==> src/rtl/mem_arbiter_pkg.sv <==
// Shared widths, state/owner encodings and the latched memory command for mem_arbiter.
// Also carries the shared defines (`PC_WIDTH, `IWIDTH, `DWIDTH, MA_* encodings).
`ifndef MEM_ARBITER_DEFINES
`define MEM_ARBITER_DEFINES
`define PC_WIDTH  32
`define IWIDTH    32
`define DWIDTH    32
`define MA_IDLE   2'd0
`define MA_BUSY   2'd1
`define MA_RESP   2'd2
`define MA_OWN_IF 1'b0
`define MA_OWN_DM 1'b1
`endif

package mem_arbiter_pkg;
   localparam int unsigned PC_W   = `PC_WIDTH;
   localparam int unsigned IW     = `IWIDTH;
   localparam int unsigned DW     = `DWIDTH;
   localparam int unsigned MASK_W = 4;
   localparam int unsigned CNT_W  = 4;
   localparam int unsigned PERF_W = 16;

   typedef enum logic [1:0] {
      MA_ST_IDLE = `MA_IDLE,
      MA_ST_BUSY = `MA_BUSY,
      MA_ST_RESP = `MA_RESP
   } ma_state_t;

   typedef enum logic {
      OWN_IF = `MA_OWN_IF,
      OWN_DM = `MA_OWN_DM
   } ma_owner_t;

   typedef struct packed {
      logic              we;
      logic [MASK_W-1:0] mask;
      logic [DW-1:0]     addr;
      logic [DW-1:0]     wdata;
   } ma_mem_cmd_t;
endpackage

==> src/rtl/mem_arbiter_if.sv <==
// Pipeline and backing-memory signals of mem_arbiter; slave = arbiter side.
// MEM_ARBITER_PERF_CNT_EN adds the two wait-cycle counters.
interface mem_arbiter_if;
   import mem_arbiter_pkg::*;

   logic              ma_i_if_req;
   logic [PC_W-1:0]   ma_i_if_addr;
   logic              ma_o_if_ack;
   logic [IW-1:0]     ma_o_if_instr;
   logic              ma_i_dm_req;
   logic              ma_i_dm_we;
   logic [MASK_W-1:0] ma_i_dm_mask;
   logic [DW-1:0]     ma_i_dm_addr;
   logic [DW-1:0]     ma_i_dm_wdata;
   logic              ma_o_dm_ack;
   logic [DW-1:0]     ma_o_dm_rdata;
   logic              ma_o_mem_req;
   logic              ma_o_mem_we;
   logic [MASK_W-1:0] ma_o_mem_mask;
   logic [DW-1:0]     ma_o_mem_addr;
   logic [DW-1:0]     ma_o_mem_wdata;
   logic              ma_i_mem_ack;
   logic [DW-1:0]     ma_i_mem_rdata;
   logic              ma_o_stall;
   logic              ma_o_err;
`ifdef MEM_ARBITER_PERF_CNT_EN
   logic [PERF_W-1:0] ma_o_if_wait_cnt;
   logic [PERF_W-1:0] ma_o_dm_wait_cnt;
`endif

   modport slave (
      input  ma_i_if_req, ma_i_if_addr, ma_i_dm_req, ma_i_dm_we, ma_i_dm_mask,
             ma_i_dm_addr, ma_i_dm_wdata, ma_i_mem_ack, ma_i_mem_rdata,
      output ma_o_if_ack, ma_o_if_instr, ma_o_dm_ack, ma_o_dm_rdata, ma_o_mem_req,
             ma_o_mem_we, ma_o_mem_mask, ma_o_mem_addr, ma_o_mem_wdata, ma_o_stall,
             ma_o_err
`ifdef MEM_ARBITER_PERF_CNT_EN
      , output ma_o_if_wait_cnt, ma_o_dm_wait_cnt
`endif
   );

   modport master (
      output ma_i_if_req, ma_i_if_addr, ma_i_dm_req, ma_i_dm_we, ma_i_dm_mask,
             ma_i_dm_addr, ma_i_dm_wdata, ma_i_mem_ack, ma_i_mem_rdata,
      input  ma_o_if_ack, ma_o_if_instr, ma_o_dm_ack, ma_o_dm_rdata, ma_o_mem_req,
             ma_o_mem_we, ma_o_mem_mask, ma_o_mem_addr, ma_o_mem_wdata, ma_o_stall,
             ma_o_err
`ifdef MEM_ARBITER_PERF_CNT_EN
      , input ma_o_if_wait_cnt, ma_o_dm_wait_cnt
`endif
   );
endinterface

==> src/rtl/mem_arbiter_grant_sel.sv <==
// Grant owner select: data wins unless fetch is starved or data is not requesting.
module ma_grant_sel
   import mem_arbiter_pkg::*;
#(
   parameter int unsigned STARVE_LIMIT = 4
) (
   input  logic             if_req,
   input  logic             dm_req,
   input  logic [CNT_W-1:0] starve_cnt,
   output ma_owner_t        owner_c
);
   always_comb begin
      owner_c = OWN_DM;
      if (!dm_req || (if_req && (starve_cnt == CNT_W'(STARVE_LIMIT))))
         owner_c = OWN_IF;
   end
endmodule

==> src/rtl/mem_arbiter.sv <==
// Single-port memory arbiter between instruction fetch and data ports.
// Optional wait-cycle counters under MEM_ARBITER_PERF_CNT_EN.
module mem_arbiter
   import mem_arbiter_pkg::*;
#(
   parameter int unsigned STARVE_LIMIT = 4,
   parameter int unsigned TIMEOUT      = 64
) (
   input  logic          ma_clk,
   input  logic          ma_rst,
   mem_arbiter_if.slave  bus
);
   localparam int unsigned TMO_W = $clog2(TIMEOUT);

   ma_state_t        state_q;
   ma_owner_t        owner_q;
   ma_owner_t        gnt_owner_c;
   ma_mem_cmd_t      cmd_q;
   ma_mem_cmd_t      next_cmd_c;
   logic [CNT_W-1:0] starve_cnt_q;
   logic [TMO_W-1:0] tmo_cnt_q;
   logic             mem_req_q;
   logic             if_ack_q;
   logic             dm_ack_q;
   logic [IW-1:0]    if_instr_q;
   logic [DW-1:0]    dm_rdata_q;
   logic             err_q;
   logic             tmo_hit_c;

   ma_grant_sel #(.STARVE_LIMIT(STARVE_LIMIT)) u_grant_sel (
      .if_req     (bus.ma_i_if_req),
      .dm_req     (bus.ma_i_dm_req),
      .starve_cnt (starve_cnt_q),
      .owner_c    (gnt_owner_c)
   );

   // Command latched on grant; fetches are always full-word reads.
   always_comb begin
      next_cmd_c = '{we: bus.ma_i_dm_we, mask: bus.ma_i_dm_mask,
                     addr: bus.ma_i_dm_addr, wdata: bus.ma_i_dm_wdata};
      if (gnt_owner_c == OWN_IF)
         next_cmd_c = '{we: 1'b0, mask: {MASK_W{1'b1}},
                        addr: DW'(bus.ma_i_if_addr), wdata: '0};
   end

   assign tmo_hit_c = (tmo_cnt_q == TMO_W'(TIMEOUT - 1));

   always_ff @(posedge ma_clk) begin
      if (ma_rst) begin
         state_q      <= MA_ST_IDLE;
         owner_q      <= OWN_IF;
         cmd_q        <= '0;
         starve_cnt_q <= '0;
         tmo_cnt_q    <= '0;
         mem_req_q    <= 1'b0;
         if_ack_q     <= 1'b0;
         dm_ack_q     <= 1'b0;
         if_instr_q   <= '0;
         dm_rdata_q   <= '0;
         err_q        <= 1'b0;
      end else begin
         if_ack_q <= 1'b0;
         dm_ack_q <= 1'b0;
         case (state_q)
            MA_ST_IDLE: begin
               if (!bus.ma_i_if_req)
                  starve_cnt_q <= '0;
               if (bus.ma_i_if_req || bus.ma_i_dm_req) begin
                  owner_q   <= gnt_owner_c;
                  cmd_q     <= next_cmd_c;
                  mem_req_q <= 1'b1;
                  tmo_cnt_q <= '0;
                  state_q   <= MA_ST_BUSY;
                  if (gnt_owner_c == OWN_IF)
                     starve_cnt_q <= '0;
                  else if (bus.ma_i_if_req && (starve_cnt_q != CNT_W'(STARVE_LIMIT)))
                     starve_cnt_q <= starve_cnt_q + 1'b1;
               end
            end
            MA_ST_BUSY: begin
               // A timed-out access completes with zero data and flags the error.
               if (bus.ma_i_mem_ack || tmo_hit_c) begin
                  mem_req_q <= 1'b0;
                  state_q   <= MA_ST_RESP;
                  if (!bus.ma_i_mem_ack)
                     err_q <= 1'b1;
                  if (owner_q == OWN_IF) begin
                     if_ack_q   <= 1'b1;
                     if_instr_q <= bus.ma_i_mem_ack ? IW'(bus.ma_i_mem_rdata) : '0;
                  end else begin
                     dm_ack_q   <= 1'b1;
                     dm_rdata_q <= bus.ma_i_mem_ack ? bus.ma_i_mem_rdata : '0;
                  end
               end else begin
                  tmo_cnt_q <= tmo_cnt_q + 1'b1;
               end
            end
            MA_ST_RESP: state_q <= MA_ST_IDLE;
            default:    state_q <= MA_ST_IDLE;
         endcase
      end
   end

   assign bus.ma_o_mem_req   = mem_req_q;
   assign bus.ma_o_mem_we    = cmd_q.we;
   assign bus.ma_o_mem_mask  = cmd_q.mask;
   assign bus.ma_o_mem_addr  = cmd_q.addr;
   assign bus.ma_o_mem_wdata = cmd_q.wdata;
   assign bus.ma_o_if_ack    = if_ack_q;
   assign bus.ma_o_if_instr  = if_instr_q;
   assign bus.ma_o_dm_ack    = dm_ack_q;
   assign bus.ma_o_dm_rdata  = dm_rdata_q;
   assign bus.ma_o_err       = err_q;
   assign bus.ma_o_stall     = (bus.ma_i_if_req & ~if_ack_q) | (bus.ma_i_dm_req & ~dm_ack_q);

`ifdef MEM_ARBITER_PERF_CNT_EN
   logic [PERF_W-1:0] if_wait_q;
   logic [PERF_W-1:0] dm_wait_q;

   // Saturating per-port wait counters.
   always_ff @(posedge ma_clk) begin
      if (ma_rst) begin
         if_wait_q <= '0;
         dm_wait_q <= '0;
      end else begin
         if (bus.ma_i_if_req && !if_ack_q && (if_wait_q != {PERF_W{1'b1}}))
            if_wait_q <= if_wait_q + 1'b1;
         if (bus.ma_i_dm_req && !dm_ack_q && (dm_wait_q != {PERF_W{1'b1}}))
            dm_wait_q <= dm_wait_q + 1'b1;
      end
   end

   assign bus.ma_o_if_wait_cnt = if_wait_q;
   assign bus.ma_o_dm_wait_cnt = dm_wait_q;
`endif
endmodule

==> src/flat_wrapper.sv <==
// flat-port wrapper written by rule: the top's interface ports become plain ports
module mem_arbiter_flat import mem_arbiter_pkg::*;
#(
   parameter int unsigned STARVE_LIMIT = 4,
   parameter int unsigned TIMEOUT      = 64
)
  (ma_clk, ma_rst, bus_ma_i_if_req, bus_ma_i_if_addr, bus_ma_i_dm_req, bus_ma_i_dm_we, bus_ma_i_dm_mask, bus_ma_i_dm_addr, bus_ma_i_dm_wdata, bus_ma_i_mem_ack, bus_ma_i_mem_rdata, bus_ma_o_if_ack, bus_ma_o_if_instr, bus_ma_o_dm_ack, bus_ma_o_dm_rdata, bus_ma_o_mem_req, bus_ma_o_mem_we, bus_ma_o_mem_mask, bus_ma_o_mem_addr, bus_ma_o_mem_wdata, bus_ma_o_stall, bus_ma_o_err);
  mem_arbiter_if bus_i ();
  input  logic ma_clk;
  input  logic ma_rst;
  input wire logic [$bits(bus_i.ma_i_if_req)-1:0] bus_ma_i_if_req;
  input wire logic [$bits(bus_i.ma_i_if_addr)-1:0] bus_ma_i_if_addr;
  input wire logic [$bits(bus_i.ma_i_dm_req)-1:0] bus_ma_i_dm_req;
  input wire logic [$bits(bus_i.ma_i_dm_we)-1:0] bus_ma_i_dm_we;
  input wire logic [$bits(bus_i.ma_i_dm_mask)-1:0] bus_ma_i_dm_mask;
  input wire logic [$bits(bus_i.ma_i_dm_addr)-1:0] bus_ma_i_dm_addr;
  input wire logic [$bits(bus_i.ma_i_dm_wdata)-1:0] bus_ma_i_dm_wdata;
  input wire logic [$bits(bus_i.ma_i_mem_ack)-1:0] bus_ma_i_mem_ack;
  input wire logic [$bits(bus_i.ma_i_mem_rdata)-1:0] bus_ma_i_mem_rdata;
  output wire logic [$bits(bus_i.ma_o_if_ack)-1:0] bus_ma_o_if_ack;
  output wire logic [$bits(bus_i.ma_o_if_instr)-1:0] bus_ma_o_if_instr;
  output wire logic [$bits(bus_i.ma_o_dm_ack)-1:0] bus_ma_o_dm_ack;
  output wire logic [$bits(bus_i.ma_o_dm_rdata)-1:0] bus_ma_o_dm_rdata;
  output wire logic [$bits(bus_i.ma_o_mem_req)-1:0] bus_ma_o_mem_req;
  output wire logic [$bits(bus_i.ma_o_mem_we)-1:0] bus_ma_o_mem_we;
  output wire logic [$bits(bus_i.ma_o_mem_mask)-1:0] bus_ma_o_mem_mask;
  output wire logic [$bits(bus_i.ma_o_mem_addr)-1:0] bus_ma_o_mem_addr;
  output wire logic [$bits(bus_i.ma_o_mem_wdata)-1:0] bus_ma_o_mem_wdata;
  output wire logic [$bits(bus_i.ma_o_stall)-1:0] bus_ma_o_stall;
  output wire logic [$bits(bus_i.ma_o_err)-1:0] bus_ma_o_err;
  assign bus_i.ma_i_if_req = bus_ma_i_if_req;
  assign bus_i.ma_i_if_addr = bus_ma_i_if_addr;
  assign bus_i.ma_i_dm_req = bus_ma_i_dm_req;
  assign bus_i.ma_i_dm_we = bus_ma_i_dm_we;
  assign bus_i.ma_i_dm_mask = bus_ma_i_dm_mask;
  assign bus_i.ma_i_dm_addr = bus_ma_i_dm_addr;
  assign bus_i.ma_i_dm_wdata = bus_ma_i_dm_wdata;
  assign bus_i.ma_i_mem_ack = bus_ma_i_mem_ack;
  assign bus_i.ma_i_mem_rdata = bus_ma_i_mem_rdata;
  assign bus_ma_o_if_ack = bus_i.ma_o_if_ack;
  assign bus_ma_o_if_instr = bus_i.ma_o_if_instr;
  assign bus_ma_o_dm_ack = bus_i.ma_o_dm_ack;
  assign bus_ma_o_dm_rdata = bus_i.ma_o_dm_rdata;
  assign bus_ma_o_mem_req = bus_i.ma_o_mem_req;
  assign bus_ma_o_mem_we = bus_i.ma_o_mem_we;
  assign bus_ma_o_mem_mask = bus_i.ma_o_mem_mask;
  assign bus_ma_o_mem_addr = bus_i.ma_o_mem_addr;
  assign bus_ma_o_mem_wdata = bus_i.ma_o_mem_wdata;
  assign bus_ma_o_stall = bus_i.ma_o_stall;
  assign bus_ma_o_err = bus_i.ma_o_err;
  mem_arbiter #(.STARVE_LIMIT(STARVE_LIMIT), .TIMEOUT(TIMEOUT)) u_core (.ma_clk(ma_clk), .ma_rst(ma_rst), .bus(bus_i));
endmodule
==> config.mk <==
export PLATFORM = sky130hd
export DESIGN_NAME = mem_arbiter_flat
export DESIGN_NICKNAME = d
export VERILOG_FILES = /design/src/rtl/mem_arbiter_pkg.sv /design/src/rtl/mem_arbiter_if.sv /design/src/rtl/mem_arbiter_grant_sel.sv /design/src/rtl/mem_arbiter.sv /design/src/flat_wrapper.sv
export SDC_FILE = /design/constraint.sdc
export NUM_CORES = 1
export LEC_CHECK = 0
export CORE_UTILIZATION = 37
export DETAILED_ROUTE_END_ITERATION = 10
export PLACE_DENSITY = 0.84
export REMOVE_ABC_BUFFERS = 1
export SYNTH_ARGS = -nofsm -noshare
export SYNTH_HDL_FRONTEND = slang
export SYNTH_HIERARCHICAL = 1
export SYNTH_SLANG_ARGS = --single-unit
==> constraint.sdc <==
create_clock -name ma_clk -period 1.8 [get_ports ma_clk]
set_input_delay 0.36 -clock ma_clk [delete_from_list [all_inputs] [get_ports ma_clk]]
set_output_delay 0.36 -clock ma_clk [all_outputs]
set_load 0.1 [all_outputs]
## Word-level counts from Yosys, hierarchy flattened

Index checks and enable logic that the tools add are counted.

| word-level totals | value |
|---|---|
| bits of input ports | 138 |
| output and inout port bits | 138 |
| register bits after elaboration | 150 |
| logic and storage cells | 66 |

| operators by class | value |
|---|---|
| equality and inequality tests | 7 |
| bitwise logic cells | 9 |
| muxes and demuxes | 18 |
| reduce and logical (&&, ||, !) cells | 16 |
| add/sub/neg operators | 2 |

Operators by type and width:

| operator | count |
|---|---|
| 69-bit 2-to-1 mux | 1 |
| 32-bit 2-to-1 mux | 1 |
| 4-bit 2-to-1 mux | 4 |
| 3-bit AND reduction | 5 |
| 6-bit 2-to-1 mux | 2 |
| 6-bit case mux with 2 select lines | 1 |
| 6-bit by 1-bit adder with 6-bit output (second input constant) | 1 |
| 6-bit == test (second input constant) | 1 |
| 1-bit inverter | 6 |
| 1-bit 2-to-1 mux | 5 |
| 4-bit by 1-bit adder with 4-bit output (second input constant) | 1 |
| 4-bit by 3-bit == test with 1-bit output (second input constant) | 1 |
| 2-bit 2-to-1 mux | 2 |
| 2-bit by 1-bit != test with 1-bit output (second input constant) | 2 |
| 4-bit by 3-bit != test with 1-bit output (second input constant) | 1 |
| 2-bit case mux with 2 select lines | 1 |
| 2-bit AND reduction | 2 |
| 1-bit logical OR | 3 |
| 3-bit OR reduction | 1 |
| 1-bit bitwise AND | 2 |
| 2-bit by 1-bit == test with 1-bit output (second input constant) | 1 |
| 1-bit logical AND | 2 |
| 2-bit zero test | 1 |
| 2-bit != test (second input constant) | 1 |
| other kinds (4) | 4 |

## Logic depth before layout (Yosys ltp)

Gate-level depths: netlist of run 1.

| logic depth | value |
|---|---|
| depth in word-level cells | 5 |
| gate-level depth with buffers | 7 |
| mapped depth without buffers | 5 |

## Modules after synthesis

Netlist of run 1, hierarchy kept.

Modules (own cells, without submodules):

| module | seq. area each (um^2) | cells each | times used | area each (um^2) |
|---|---|---|---|---|
| mem_arbiter | 3002.9 | 596 | 1 | 5908.2 |
| ma_grant_sel | 0.0 | 2 | 1 | 22.5 |

## Least setup slack after synthesis of run 1

Ideal clock, no wire load.

| path | value |
|---|---|
| path type | register to output |
| from | register u_core.dm_ack_q (netlist: u_core/bus.ma_o_dm_ack) |
| to | output bus_ma_o_stall |
| stages on the path, launching flop included | 2 |
| buffers on the path | 0 |
| required time | 1440 ps |
| path slack | -831 ps |
| arrival | 2271 ps |
| cells stage by stage | dfxtp_1 o22ai_1 |

| on the way | value |
|---|---|
| word-level cells in the longest chain between the ends | 3 |

Ends and longest elaborated chain:

| item | line | text |
|---|---|---|
| start, declared | mem_arbiter.sv:24 | `logic dm_ack_q;` |
| start signal, assigned | mem_arbiter.sv:57 | `dm_ack_q <= 1'b0;` |
| start signal, assigned | mem_arbiter.sv:63 | `dm_ack_q <= 1'b0;` |
| start signal, assigned | mem_arbiter.sv:91 | `dm_ack_q <= 1'b1;` |
| 1-bit inverter | mem_arbiter.sv:114 | `assign bus.ma_o_stall = (bus.ma_i_if_req & ~if_ack_q) \| (bus.ma_i_dm_req & ~dm_ack_q);` |
| 1-bit bitwise AND | mem_arbiter.sv:114 |  |
| 1-bit OR | mem_arbiter.sv:114 |  |
| end, declared | flat_wrapper.sv:29 | `output wire logic [$bits(bus_i.ma_o_stall)-1:0] bus_ma_o_stall;` |

No other way between the ends.

## Final worst setup path of run 1

| path | value |
|---|---|
| from | register u_core.starve_cnt_q[1] |
| to | register u_core.cmd_q (netlist bit u_core/bus.ma_o_mem_addr[13]) |

| on the way | value |
|---|---|
| word-level cells in the longest chain between the ends | 4 |

Ends and longest elaborated chain:

| item | line | text |
|---|---|---|
| start, declared | mem_arbiter.sv:20 | `logic [CNT_W-1:0] starve_cnt_q;` |
| start signal, assigned | mem_arbiter.sv:77 | `starve_cnt_q <= starve_cnt_q + 1'b1;` |
| 4-bit by 3-bit == test with 1-bit output | mem_arbiter_grant_sel.sv:14 | `if (!dm_req \|\| (if_req && (starve_cnt == CNT_W'(STARVE_LIMIT))))` |
| 1-bit logical AND | mem_arbiter_grant_sel.sv:14 |  |
| 1-bit logical OR | mem_arbiter_grant_sel.sv:14 |  |
| 69-bit 2-to-1 mux | mem_arbiter.sv:41 | `if (gnt_owner_c == OWN_IF)` |
| end signal, assigned | mem_arbiter.sv:70 | `cmd_q <= next_cmd_c;` |
| end, declared | mem_arbiter.sv:18 | `ma_mem_cmd_t cmd_q;` |

No other way between the ends.
A chain may end at the register's enable or synchronous reset.

==> run summary, run 1 <==
Yosys warning total: 6
share of cells above drive strength 1: 25.1%
CTS tree: done
PD cells: 943 nW/um^2
final design utilization: 71.7%
Min-Delay Path Class: input port to flip-flop
First-pass DRT Iterations: 5
IO buf count: 275
Worst setup SP type: flip-flop
top_reg_cell synth: dfxtp_1
worst slew pin tran: 601 ps
worst clock skew: 6.61 ps
Synth Area in Compound Gates: 31.1%
Req. time, crit path: 2120 ps
capturing point of the worst reg2reg path: u_core/bus.ma_o_mem_addr[13]
gr ovfl total: 0
Final setup viols: 0
EDFF count, synth: 0
Final Cycle Share: 91.4%
Post-synth ARST share: 0%
I/O pins: 276
filler cell count: 1,043
CP Max Fanout: 30
pre-CTS setup slack: -354 ps
CTS root buffer: clkbuf_16
Vert. Die Dim: 129 um
number of global-route vias before repair: 5,989
R2R depth: 5
initial DRC count: 434
Rows: 45
RSZ-0062 raised after global routing: no
drc violations: 0
CTS Buffer Depth: 2
fin cells: 1,088
status: finished, final reports clean
CTS HTree Levels: 4
Setup CP Type: flip-flop to flip-flop
DP Area: 10,500 sq um
Multi-input gate area: 2650 sq um
final setup margin: 155 ps
maxcap violations: 0
Die W: 129 um
die footprint: 16,500 sq um
clock net sink count: 150
synthesized flop and latch total: 150
most frequent cells in the layout: dfxtp_1, buf_12, clkdlybuf4s50_1
R2R Setup Slk: 150 ps
RR Startpoint: u_core/starve_cnt_q[1]
XOR/XNOR Fraction of Synth Area: 0%
drt total wl: 20,400 um
Mapped Cells: 598
largest family of logic cells by synthesized area: compound AO/OA/AOI/OAI gates
static leakage: 4.21 nW
first-pass GRT wire length: 31,800 um
Avg Vias per Cell: 5.58
post-synthesis area per instance: 9.92 sq um
placed instance count: 1,054
Antenna Nets Post-Route: 0
CP Capture Type: flip-flop
Worst-path clk slew: 60 ps
Clk Latency, worst-skew pair: 410 ps
register area: 3000 sq um
WP data arrival: 1970 ps
sequential cell area fraction in the yosys report: 50.6%
RePlAce Congestion: 0.774
WL/cell: 18.8 um
relative max-transition margin: 59.9%
IR drop worst, VDD: 0.636 mV
Area Overhead vs Synth: 86.5%
Synth Area in Adders: 0.633%
hpwl dp: 14,500 um
Synth Cell Area: 5930 sq um
commonest non-fill, non-tap cell in the layout: dfxtp_1
via count: 6,070
initial antenna violation count: 1
post-layout min period: 1650 ps
Power Total: 10.4 mW
core area: 15,400 sq um
Inserted Clock Buffers: 17
worst hold start: ma_rst
worst hold stages: 2
CTS Hold Bufs: 0
mux contribution to synthesized area: 6.10%
final hold violations: 0
Peak Freq: 608 MHz
Synth Area in Simple Gates: 5.93%
global-route usage over all layers: 24.7%
synth unique cells: 46
largest net degree at the start of global routing: 40
fin nets: 1,005
Design Area, Final: 11,100 sq um
Max Slew Vio Count: 0
Hold Crit Endpoint: u_core/tmo_cnt_q[4]
Initial Utilization: 38.4%
worst max path at each step:
| stage | from | endpoint | slack [ps] | cells past startpoint |
|---|---|---|---|---|
| 2_1_floorplan | bus_ma_i_if_req | u_core/bus.ma_o_mem_wdata[0] | -2500 | 4 |
| 3_3_place_gp | bus_ma_i_dm_req | u_core/bus.ma_o_mem_req | -280 | 4 |
| 3_5_place_dp | bus_ma_i_dm_req | u_core/bus.ma_o_mem_mask[3] | -350 | 4 |
| 4_1_cts | u_core/state_q[0] | u_core/bus.ma_o_mem_addr[23] | 10 | 3 |
| 5_1_grt | u_core/tmo_cnt_q[0] | u_core/bus.ma_o_dm_rdata[13] | 70 | 5 |
| 6_report | u_core/starve_cnt_q[1] | u_core/bus.ma_o_mem_addr[13] | 150 | 5 |
critical path, cell delays in order (launching register included):
cell	delay, ps
dfxtp_1	360
nor4b_2	400
a21boi_4	150
buf_12	200
mux2i_1	150
a211oi_1	270
final cells by class:
cell class,instances,share of cell area [%]
Antenna cell,1,0.0226
Clock buffer,23,4.41
Clock inverter,8,0.882
Inverter,14,0.475
Multi-Input combinational cell,370,24.0
Sequential cell,150,27.1
Tap cell,211,2.39
Timing Repair Buffer,311,40.7
per-layer routing:
layer  vias to the layer above  wire (um)  track usage [%]
met1                      2924       7640             27.8
met2                       275      10700             43.9
met3                        18       1850             8.11
met5                         -          0                0
li1                       2853          -                -
met4                         0        248             8.44
through the flow:
| step | setup TNS (ps) | hold slack [ps] |
|---|---|---|
| floorplan | -264720 | 432 |
| global placement | -21280 | 509 |
| detailed placement | -25080 | 510 |
| CTS | 0 | 216 |
| global route | 0 | 248 |
| finish | 0 | 238 |
report_power, final:
group          switching [mW]  internal [mW]
sequential              0.206           3.51
combinational            1.95           1.24
clock                    1.34           2.18
total                    3.50           6.93
cells in the mapped netlist (all sizes together) (3+ instances only):
library cell  instances  share of area [%]
mux2i                35                5.9
nand3                 5               0.42
and3                  3               0.32
dfxtp               150                 51
o211ai                3               0.38
a311oi               69                 10
buf                  28                2.3
inv                  14               0.89
clkbuf               37                2.3
nand2                35                2.2
ha                    3               0.63
o32ai                 3               0.44
a22o                 33                4.9
a211oi               32                4.1
a211o                 3               0.46
a31oi                 3               0.32
nor2                  7               0.44
a21oi               103                8.8
timing repair:
| action | in CTS | in global routing |
|---|---|---|
| setup endpoints to repair | 1 | 40 |
| buffers inserted | 0 | 1 |
| pin swaps | 0 | 2 |
| resized for setup | 1 | 2 |
| gates cloned | 0 | 1 |
cells by family (layout without fill, tap and decap cells):
kind of cell / after synthesis / count (layout)
multiplexers: 36 / 36
buffers and inverters: 79 / 356
other: 0 / 1
AO/OA/AOI/OAI: 261 / 261
AND/OR/NAND/NOR: 69 / 70
flip-flops: 150 / 150
adder cells (fa/ha/maj): 3 / 3
registers in the layout (all words and copies together) (netlist names), 2 cells and up:
register / flops
u_core/starve_cnt_q: 4
u_core/bus.ma_o_if_instr: 32
u_core/state_q: 2
u_core/bus.ma_o_dm_rdata: 32
u_core/bus.ma_o_mem_wdata: 32
u_core/bus.ma_o_mem_mask: 4
u_core/tmo_cnt_q: 6
u_core/bus.ma_o_mem_addr: 32
(Power assumes the default switching activity.)
==> inputs of run 2 (changes only) <==
--- a/config.mk
+++ b/config.mk
@@ -6,6 +6,7 @@
 export NUM_CORES = 1
 export LEC_CHECK = 0
 export CORE_UTILIZATION = 37
+export CTS_CLUSTER_SIZE = 16
 export DETAILED_ROUTE_END_ITERATION = 10
 export PLACE_DENSITY = 0.84
 export REMOVE_ABC_BUFFERS = 1
==> results of run 2 <==
No change in the layout: final DEF, timing and power equal those of run 1.
==> inputs of run 3 (changes only) <==
--- a/config.mk
+++ b/config.mk
@@ -5,6 +5,7 @@
 export SDC_FILE = /design/constraint.sdc
 export NUM_CORES = 1
 export LEC_CHECK = 0
+export CORE_MARGIN = 2
 export CORE_UTILIZATION = 37
 export CTS_CLUSTER_SIZE = 16
 export DETAILED_ROUTE_END_ITERATION = 10
==> run summary, run 3 (synthesis gave the netlist of run 1 again) <==
Antenna Cells: 0
Setup CP Type: input port to primary output
worst-path cell chain: clkdlybuf4s50_1 > buf_4 > inv_1 > o22ai_2 > buf_12
IO buf count: 275
Final Cycle Share: 95.9%
buffers and inverters on the worst path: 4
hpwl dp: 14,500 um
share of power burned in the clock network: 36.0%
Worst-path clk slew: 60 ps
Req. time, crit path: 1440 ps
R2R Setup Slk: 160 ps
worst clock skew: 6.55 ps
via count: 6,027
pre-CTS setup slack: -285 ps
Max Slew Vio Count: 0
global-route usage over all layers: 23.2%
CP Max Fanout: 3
Worst setup SP type: input port
Vert. Die Dim: 131 um
Min-Delay Path Class: input port to flip-flop
Final setup viols: 0
final setup margin: 74.4 ps
PD cells: 967 nW/um^2
worst hold stages: 2
Area Overhead vs Synth: 87.8%
CTS root buffer: clkbuf_16
relative max-transition margin: 74.5%
crit path max-delay cell type: clkdlybuf4s50_1
maxcap violations: 0
fin nets: 1,002
CP max stage delay: 500 ps
CTS Hold Bufs: 0
capturing point of the worst reg2reg path: u_core/bus.ma_o_dm_rdata[0]
R2R depth: 5
commonest non-fill, non-tap cell in the layout: dfxtp_1
static leakage: 4.22 nW
Fin Hold WS: 288 ps
gr ovfl total: 0
setup_tns: 0 ps
Avg Vias per Cell: 5.53
DP Area: 10,500 sq um
drc violations: 0
WL/cell: 18.3 um
Rows: 46
CP Capture Type: primary output
RePlAce Congestion: 0.825
Die W: 131 um
Peak Freq: 580 MHz
initial antenna violation count: 0
most frequent cells in the layout: dfxtp_1, buf_12, clkdlybuf4s50_1
share of cells above drive strength 1: 25.1%
RR Startpoint: u_core/tmo_cnt_q[0]
Switching Share: 32.7%
largest net degree at the start of global routing: 55
combinational power share: 29.5%
status: finished, final reports clean
WP data arrival: 1370 ps
final design utilization: 70.6%
First-pass DRT Iterations: 5
initial DRC count: 366
Design Area, Final: 11,100 sq um
Clk Latency, worst-skew pair: 420 ps
drt total wl: 20,000 um
Antenna Nets Post-Route: 0
post-layout min period: 1730 ps
Inserted Clock Buffers: 17
CP delay by family, top: buffers and inverters
switching power total: 3.52 mW
Reg power frac: 34.5%
clock net sink count: 150
core area: 15,800 sq um
first-pass GRT wire length: 30,900 um
CTS Buffer Depth: 2
number of global-route vias before repair: 6,059
Initial Utilization: 37.6%
final hold violations: 0
RSZ-0062 raised after global routing: no
CTS tree: done
I/O pins: 276
Int Pwr: 7.26 mW
worst slew pin tran: 379 ps
CTS HTree Levels: 4
IR drop worst, VDD: 0.624 mV
die footprint: 17,100 sq um
worst hold start: ma_rst
Hold Crit Endpoint: u_core/starve_cnt_q[3]
==> run 3: cell count changes in the layout (fill, tap and decap cells not counted), moves of 2 or more <==
| cell | change |
|---|---|
| bufinv_16 | +3 |
| nor2_4 | -2 |
| buf_4 | -6 |
| buf_12 | +3 |
| clkbuf_8 | -3 |
| clkinv_2 | -2 |
| clkinvlp_4 | +3 |
==> run 3: worst reg2reg max path, delay by kind of cell (launching register included) <==
family,cells,cell delay (ps)
compound gates,2,430
flops,1,400
buf+inv,1,250
fa+ha+maj,1,220
simple gates,1,200
==> run 3: worst max-delay path by stage <==
| stage | from | end | depth (start not counted) |
|---|---|---|---|
| 2_1_floorplan | bus_ma_i_if_req | u_core/bus.ma_o_mem_wdata[0] | 4 |
| 3_3_place_gp | bus_ma_i_if_req | u_core/bus.ma_o_mem_wdata[30] | 6 |
| 4_1_cts | bus_ma_i_dm_req | bus_ma_o_stall | 5 |
| 5_1_grt | bus_ma_i_dm_req | bus_ma_o_stall | 5 |
| 6_report | bus_ma_i_dm_req | bus_ma_o_stall | 5 |
| 3_5_place_dp | bus_ma_i_if_req | u_core/bus.ma_o_mem_addr[25] | 6 |
==> run 3: routing by layer <==
metal / wire length (um) / GRT usage, % / vias to the layer above
met4: 563 / 9.95 / 0
met1: 7230 / 25.1 / 2882
met5: 0 / 0 / -
li1: - / - / 2844
met3: 1790 / 7.82 / 40
met2: 10400 / 41.4 / 261
==> run 3: cell type report <==
type	instances	area, sq um
fillers	1100	4630
repair buffers	309	4530
flip-flops and latches	150	3000
multi-input cells	369	2640
clock buffers	20	447
well taps	216	270
clock inverters	12	200
inverters	14	52.6
==> run 3: power by group through the flow <==
| stage | clock, mW | combinational, mW | sequential [mW] |
|---|---|---|---|
| finish | 3.88 | 3.18 | 3.72 |
| global route | 4.06 | 3.30 | 3.74 |
| CTS | 3.94 | 3.19 | 3.72 |
| detailed placement | 0 | 3.18 | 3.79 |
| global placement | 0 | 3.13 | 3.78 |
| floorplan | 0 | 0.496 | 4.96 |
==> run 3: metrics by stage <==
step,power [mW],cells
2_1_floorplan,5.46,533
3_3_place_gp,6.91,1058
3_5_place_dp,6.97,1058
4_1_cts,10.8,1090
5_1_grt,11.1,1090
6_report,10.8,1090
==> run 3: timing repair <==
action,4_1_cts,5_1_grt
endpoints found under the setup margin,1,0
gates resized for setup,3,0
setup buffers,0,0
